`config.mk`:
```
export PLATFORM = sky130hd
export DESIGN_NAME = binary_cellular_automata_runner
export DESIGN_NICKNAME = d
export VERILOG_FILES = /design/src/rtl/ca_pkg.sv /design/src/rtl/ca_cell_rule.sv /design/src/rtl/binary_cellular_automata_runner.sv
export SDC_FILE = /design/constraint.sdc
export NUM_CORES = 1
export LEC_CHECK = 0
export ABC_AREA = 1
export CAP_MARGIN = 20
export CORE_UTILIZATION = 40
export CTS_BUF_LIST = sky130_fd_sc_hd__clkbuf_2 sky130_fd_sc_hd__clkbuf_4 sky130_fd_sc_hd__clkbuf_8
export DETAILED_ROUTE_END_ITERATION = 12
export GPL_TIMING_DRIVEN = 0
export MAX_ROUTING_LAYER = met4
export PLACE_DENSITY_LB_ADDON = 0.1
export SYNTH_ARGS = -nofsm -noshare
export SYNTH_HDL_FRONTEND = slang
export SYNTH_SLANG_ARGS = --single-unit
```
`constraint.sdc`:
```
create_clock -name clk -period 9.75 [get_ports clk]
set_input_delay 1.95 -clock clk [delete_from_list [all_inputs] [get_ports clk]]
set_output_delay 1.95 -clock clk [all_outputs]
set_load 0.03 [all_outputs]
```
`src/rtl/ca_pkg.sv`:
```
// Shared types and widths for the binary cellular automaton runner.
package ca_pkg;

    localparam int unsigned CA_RULE_W   = 9;
    localparam int unsigned CA_NCOUNT_W = 4;

    typedef enum logic [1:0] {
        ST_IDLE = 2'd0,
        ST_RUN  = 2'd1,
        ST_DONE = 2'd2
    } ca_state_e;

endpackage

```
`src/rtl/ca_cell_rule.sv`:
```
// One cell of the automaton: counts live Moore neighbours and applies survive/rise.
module ca_cell_rule
    import ca_pkg::*;
(
    input  logic [7:0]           nbr_i,
    input  logic                 self_i,
    input  logic [CA_RULE_W-1:0] survive_i,
    input  logic [CA_RULE_W-1:0] rise_i,
    output logic                 next_o
);

    logic [CA_NCOUNT_W-1:0] count;

    always_comb begin
        count = '0;
        for (int i = 0; i < 8; i++) begin
            count = count + CA_NCOUNT_W'(nbr_i[i]);
        end
        next_o = self_i ? survive_i[count] : rise_i[count];
    end

endmodule

```
`src/rtl/binary_cellular_automata_runner.sv`:
```
// Life-like 2D automaton with load/run/done controller.
// Optional still-life early stop when CA_STILL_DETECT_EN is defined.
module binary_cellular_automata_runner
    import ca_pkg::*;
#(
    parameter int Width      = 8,
    parameter int Height     = 8,
    parameter int CountWidth = 16,
    parameter int Wrap       = 1
) (
    input  logic                      clk,
    input  logic                      rst,
    input  logic                      start,
    input  logic [CountWidth-1:0]     generations,
    input  logic [CA_RULE_W-1:0]      survive,
    input  logic [CA_RULE_W-1:0]      rise,
    input  logic [Width*Height-1:0]   set,
    output logic [Width*Height-1:0]   state,
    output logic                      busy,
    output logic                      done,
    output logic                      still,
    output logic [CountWidth-1:0]     gen_count
);

    localparam int Cells = Width * Height;

    ca_state_e              fsm_q, fsm_d;
    logic [Cells-1:0]       grid_q, grid_d;
    logic [Cells-1:0]       next_grid;
    logic [CountWidth-1:0]  cnt_q, cnt_d;
    logic [CountWidth-1:0]  tgt_q, tgt_d;
    logic [CountWidth-1:0]  cnt_inc;

    // Neighbour gathering and per-cell rule evaluation
    for (genvar gy = 0; gy < Height; gy++) begin : g_row
        for (genvar gx = 0; gx < Width; gx++) begin : g_col
            logic [7:0] nbr;
            for (genvar k = 0; k < 8; k++) begin : g_nbr
                localparam int DI = (k < 4) ? k : k + 1;
                localparam int NX = gx + (DI % 3) - 1;
                localparam int NY = gy + (DI / 3) - 1;
                if (Wrap != 0) begin : g_wrap
                    localparam int WX = (NX + Width) % Width;
                    localparam int WY = (NY + Height) % Height;
                    assign nbr[k] = grid_q[WY*Width+WX];
                end else if (NX < 0 || NX >= Width || NY < 0 || NY >= Height) begin : g_edge
                    assign nbr[k] = 1'b0;
                end else begin : g_in
                    assign nbr[k] = grid_q[NY*Width+NX];
                end
            end
            ca_cell_rule u_rule (
                .nbr_i     (nbr),
                .self_i    (grid_q[gy*Width+gx]),
                .survive_i (survive),
                .rise_i    (rise),
                .next_o    (next_grid[gy*Width+gx])
            );
        end
    end

    assign cnt_inc = cnt_q + CountWidth'(1);

`ifdef CA_STILL_DETECT_EN
    logic still_q, still_d;
`endif

    always_comb begin
        fsm_d  = fsm_q;
        grid_d = grid_q;
        cnt_d  = cnt_q;
        tgt_d  = tgt_q;
`ifdef CA_STILL_DETECT_EN
        still_d = still_q;
`endif
        unique case (fsm_q)
            ST_IDLE: begin
                if (start) begin
                    grid_d = set;
                    cnt_d  = '0;
                    tgt_d  = generations;
`ifdef CA_STILL_DETECT_EN
                    still_d = 1'b0;
`endif
                    fsm_d  = (generations == '0) ? ST_DONE : ST_RUN;
                end
            end
            ST_RUN: begin
`ifdef CA_STILL_DETECT_EN
                // A grid that maps onto itself will never change again
                if (next_grid == grid_q) begin
                    still_d = 1'b1;
                    fsm_d   = ST_DONE;
                end else begin
                    grid_d = next_grid;
                    cnt_d  = cnt_inc;
                    if (cnt_inc == tgt_q) fsm_d = ST_DONE;
                end
`else
                grid_d = next_grid;
                cnt_d  = cnt_inc;
                if (cnt_inc == tgt_q) fsm_d = ST_DONE;
`endif
            end
            ST_DONE: fsm_d = ST_IDLE;
            default: fsm_d = ST_IDLE;
        endcase
    end

    always_ff @(posedge clk) begin
        if (rst) begin
            fsm_q  <= ST_IDLE;
            grid_q <= '0;
            cnt_q  <= '0;
            tgt_q  <= '0;
`ifdef CA_STILL_DETECT_EN
            still_q <= 1'b0;
`endif
        end else begin
            fsm_q  <= fsm_d;
            grid_q <= grid_d;
            cnt_q  <= cnt_d;
            tgt_q  <= tgt_d;
`ifdef CA_STILL_DETECT_EN
            still_q <= still_d;
`endif
        end
    end

    assign state     = grid_q;
    assign gen_count = cnt_q;
    assign busy      = (fsm_q == ST_RUN);
    assign done      = (fsm_q == ST_DONE);
`ifdef CA_STILL_DETECT_EN
    assign still     = still_q;
`else
    assign still     = 1'b0;
`endif

endmodule

```
==> results.md <==
- The standard-cell row count is 93.
- The worst setup slack after layout is ~3.8 ns.
- Between clock sinks in the finished design, the worst skew comes to between 0.02 and 0.03 ns.
- The portion of synthesized cell area occupied by the leading cell type is about a fifth.
- The residual DRC count is 0.
- Timing analysis after detailed placement gives a worst setup slack of about 4.5 ns.
- From synthesis to final layout, the design area changed by 11.4%.
- The synthesized netlist occupies a cell area of 0.0263 mm².
- The number of nets in the layout is 4,778.
- The critical path start-end classification is flip-flop to output port.
- Walking the worst path, the cells encountered are inv_1, nor2_2, buf_2, buf_2, buf_2, clkdlybuf4s50_1.
- Detailed placement finished with a half-perimeter wire length of slightly below 90,000 µm.
- The areal power density over the cells is 415 mW/mm².
- The placeable core region is ~0.065 mm².
- The cell count after synthesis came out at around 4,000.
- The via count of the first global-routing pass is between 20,000 and 30,000.
- The total clock sinks is 98.
- After detailed routing, the average wire length per cell comes to 24.1 µm.
- The worst setup path is launched from a flip-flop.
- The setup TNS is 0 ns.
- The share of the core filled with cells in the final layout is roughly 45%.
- The run finished with clean final reports.
- The slowest stage of the critical path belongs to the cell sky130_fd_sc_hd__clkdlybuf4s50_1.
- For this run, asynchronously set or reset flops after synthesis account for 0%.
- Counting along the longest clock path gives a buffer depth of 2.
- Cells with a size suffix above 1 make up about 4.3% of the layout.
- Setup repair after global routing left no endpoint under its margin.
- The number of DRC markers after the initial detailed-route iteration is 3,943.
- The die covers between 0.06 and 0.07 mm².
- The cell-internal power is roughly 4600 µW.
- The clock network burns 2.9% of the power.
- The critical path starts at fsm_q[0]$_SDFFE_PP0P_.
- The count of endpoints failing setup in the final report is 0.
- The die is between 200 and 300 µm tall.
- Port buffering added 171 buffers.
- The distinct cell type count after synthesis is between 40 and 50.
- The initial standard-cell utilization of the core is approximately two fifths.
- The worst register-to-register path ends at state[48]$_SDFFE_PP0P_.
- After detailed routing, the met2 layer carries around 53,000 µm of wire.
- The minimum period implied by the final worst setup slack is roughly 6.0 ns.
- The first TritonRoute pass finished after 6 iterations.
- Yosys mapped a number of flops with a built-in enable equal to 0.
- Data arrives at the worst endpoint at 4.00 ns.
- The first-pass GRT wire length is 177,000 µm.
- Each instance of the synthesized netlist takes up on average about 6.5 µm².
- Of the available clock period, the critical path in the final layout requires 61.1%.
- The CTS H-tree depth is 3.
- STA classifies the critical path endpoint as an output port.
- The number of cells on the worst reg-to-reg path is 13.
- The setup check on the worst reg-to-reg path leaves a slack of a little over 5 ns.
- For this run, the leading register cell type out of synthesis is sky130_fd_sc_hd__dfxtp_1.
- The xor and xnor fraction of the mapped netlist area is under 10%.
- The initial antenna violation count came to 4.
- The count of hold-fix buffers inserted at cts is 0.
- Global routing consumed, over all layers together, between 30% and 40% of the routing resources.
- The routability-driven placement congestion ratio is around 0.99.
- The number of cells after detailed placement is ~5,100.
- The minimum hold slack is 0.485 ns.
- The worst hold path class is flip-flop to flip-flop.
- By area, the combinational part of the netlist is dominated by adder cells.
- The final-report hold violation count is 0.
- The timing-limited maximum frequency is between 0.15 and 0.2 GHz.
- The leakage power figure is roughly 0.013 µW.
- Registers are responsible for under 10% of the overall power.
- The net switching share of the total power is about 63%.
- The simple-gate share of the synthesized area is around 20%.
- The startpoint identified for the worst register-to-register timing path is state[55]$_SDFFE_PP0P_.
- The most common cell in the synthesized netlist is sky130_fd_sc_hd__nand2_1.
- Of all nets on the critical path, the largest fanout is 10.
- Yosys printed 0 warnings.
- The TritonCTS clock tree is yes.
- Routed signal wires occupy layers up through met4.
- The worst-margin pin slew is 1.27 ns.
- The number of antenna-violating nets in the routed design is 0.
- The routed wire length on met3 is between 10,000 and 15,000 µm.
- Synthesis inferred 98 register bits.
- The relative contribution of combinational cells to total power is 91.6%.
- The switching component of the power is around 7600 µW.
- The horizontal extent of the die is approximately 260 µm.
- Sorting the synthesized cells by how often they occur yields 612 x sky130_fd_sc_hd__nand2_1, 555 x sky130_fd_sc_hd__o21ai_0, 495 x sky130_fd_sc_hd__inv_1, 477 x sky130_fd_sc_hd__a21oi_1, 321 x sky130_fd_sc_hd__nand3_1.
- The compound-gate portion of the synthesized area is between 20% and 30%.
- During I/O placement, the number of pins put on the boundary was about 180.
- The routed wire length is between 100,000 and 150,000 µm.
- Entering global routing, the biggest net connects 21 pins.
- The most critical setup path has its endpoint at busy.
- In this design, the stage delay of the slowest critical-path cell is about 0.77 ns.
- For this run, the number of standard cells in the final layout without fillers is between 5,000 and 6,000.
- In this run the most critical hold path is launched from tgt_q[15]$_SDFFE_PP0P_.
- Once the clock tree was built, the setup fixing pass inserted 0 buffers.
- Summed over all layers, the global routing overflow is 0.
- The tree is rooted in a sky130_fd_sc_hd__clkbuf_8.
- The average vias per placed instance is between 5 and 6.
- Summing the sequential cell areas from Yosys gives around 7.5% of the chip area.
- When the netlist entered floorplanning its net count stood at ~4,600.
- The cell repeated most along the worst path is sky130_fd_sc_hd__buf_2.
- The number of pins with negative max-slew slack in the final report is 0.
- The detailed router placed 30,100 vias in this run.
- Across the run, the number of max-cap violations was 0.
- The largest area contributor in the netlist is sky130_fd_sc_hd__fa_1.
- Summing the areas of all fa, ha and maj instances in the mapped netlist gives 28.7% of the synthesized area.
- After detailed routing, the wire length on met1 is roughly 50,000 µm.
- Clock latency on the worst-skew pair, taken at its later pin, is between 0.5 and 0.6 ns.
- The fraction of synthesized area in multiplexers is 0.342%.
- By area the synthesized netlist is led by sky130_fd_sc_hd__fa_1 19%, sky130_fd_sc_hd__o21ai_0 11%, sky130_fd_sc_hd__ha_1 9.2%.
- Buffers inserted during clock tree synthesis total 9.
- Post-CTS repair changed the size of 0 cells.
- The maximum VDD drop is between 100 and 150 µV.
- The data required time of the critical path is approximately 8 ns.
- The worst-case headroom to the max-slew limit is approximately 15%.
- Clock-pin slew was measured on the worst setup and hold paths at roughly 0.14 ns.
## sequential cells by signal, indices dropped and copies added (netlist names)
| signal | count |
|---|---|
| gen_count | 16 |
| state | 64 |
| fsm_q | 2 |
| tgt_q | 16 |
## worst min path at each step
stage	to	cells after the start	slack [ns]
3_5_place_dp	tgt_q[7]$_SDFFE_PP0P_	2	0.47
4_1_cts	tgt_q[3]$_SDFFE_PP0P_	2	0.49
6_report	tgt_q[15]$_SDFFE_PP0P_	2	0.48
2_1_floorplan	tgt_q[12]$_SDFFE_PP0P_	2	0.44
3_3_place_gp	tgt_q[15]$_SDFFE_PP0P_	2	0.46
5_1_grt	tgt_q[6]$_SDFFE_PP0P_	2	0.51
## cells by family after synthesis
family / count (synthesis)
AOI/OAI and AO/OA: 1336
and+or+nand+nor: 1233
buffers and inverters: 857
adders and majority gates: 449
DFF: 98
xor gates and xnor gates: 63
muxes: 9
other: 1
## cells in the final DEF, fill, tap and decap left out, types with 7 or more instances in the layout
cell	synthesis	layout
sky130_fd_sc_hd__nand2_1	612	612
sky130_fd_sc_hd__o21ai_0	555	555
sky130_fd_sc_hd__inv_1	495	495
sky130_fd_sc_hd__a21oi_1	477	477
sky130_fd_sc_hd__nand3_1	321	321
sky130_fd_sc_hd__fa_1	256	256
sky130_fd_sc_hd__nor2_1	212	212
sky130_fd_sc_hd__clkbuf_1	212	210
sky130_fd_sc_hd__ha_1	193	193
sky130_fd_sc_hd__clkdlybuf4s50_1	0	171
sky130_fd_sc_hd__o211ai_1	128	128
sky130_fd_sc_hd__dfxtp_1	98	98
sky130_fd_sc_hd__o21ai_1	68	68
sky130_fd_sc_hd__buf_2	67	67
sky130_fd_sc_hd__buf_4	66	66
sky130_fd_sc_hd__xnor2_1	60	60
sky130_fd_sc_hd__o31ai_1	43	43
sky130_fd_sc_hd__nand4_1	31	31
sky130_fd_sc_hd__nand3b_1	30	30
sky130_fd_sc_hd__a21boi_0	23	23
sky130_fd_sc_hd__inv_2	10	10
sky130_fd_sc_hd__mux2i_1	9	9
sky130_fd_sc_hd__a31oi_1	9	9
sky130_fd_sc_hd__clkbuf_8	0	9
sky130_fd_sc_hd__o2111ai_1	8	8
sky130_fd_sc_hd__a21o_1	7	7
sky130_fd_sc_hd__a211o_1	7	7
## metal layers
layer	global-route usage (%)	vias to the layer above
met5	-	-
met4	19.0	0
met3	7.54	330
met2	54.7	1738
met1	47.9	14100
li1	-	13900
## per-stage QoR
step | power [µW] | area [µm²]
2_1_floorplan | 9130 | 26300
3_3_place_gp | 11400 | 29100
3_5_place_dp | 11400 | 29100
4_1_cts | 11800 | 29300
5_1_grt | 13700 | 29300
6_report | 12200 | 29300
## power groups by stage
stage / clock network, µW / registers, µW / logic [µW]
floorplan: 0 / 550 / 8580
global placement: 0 / 666 / 10700
detailed placement: 0 / 663 / 10800
CTS: 360 / 654 / 10800
global route: 367 / 663 / 12700
finish: 354 / 662 / 11100
## critical path: cells and delay by family (launching register included)
kind	cells	cell delay [ns]
buf+inv	5	2.35
flops	1	0.35
simple gates	1	0.76
## layout make-up
type                       instances  area (µm²)
clock buffer                       9         124
antenna                            2        5.00
multi-input combinational       3091       20800
sequential                        98        1960
fill                            7029       35400
tap                              855        1070
timing repair buffer             171        1710
inverter                         505        1900
buffer                           352        1660
clock inverter                     7        81.3
Power figures use the tool's default switching activity.
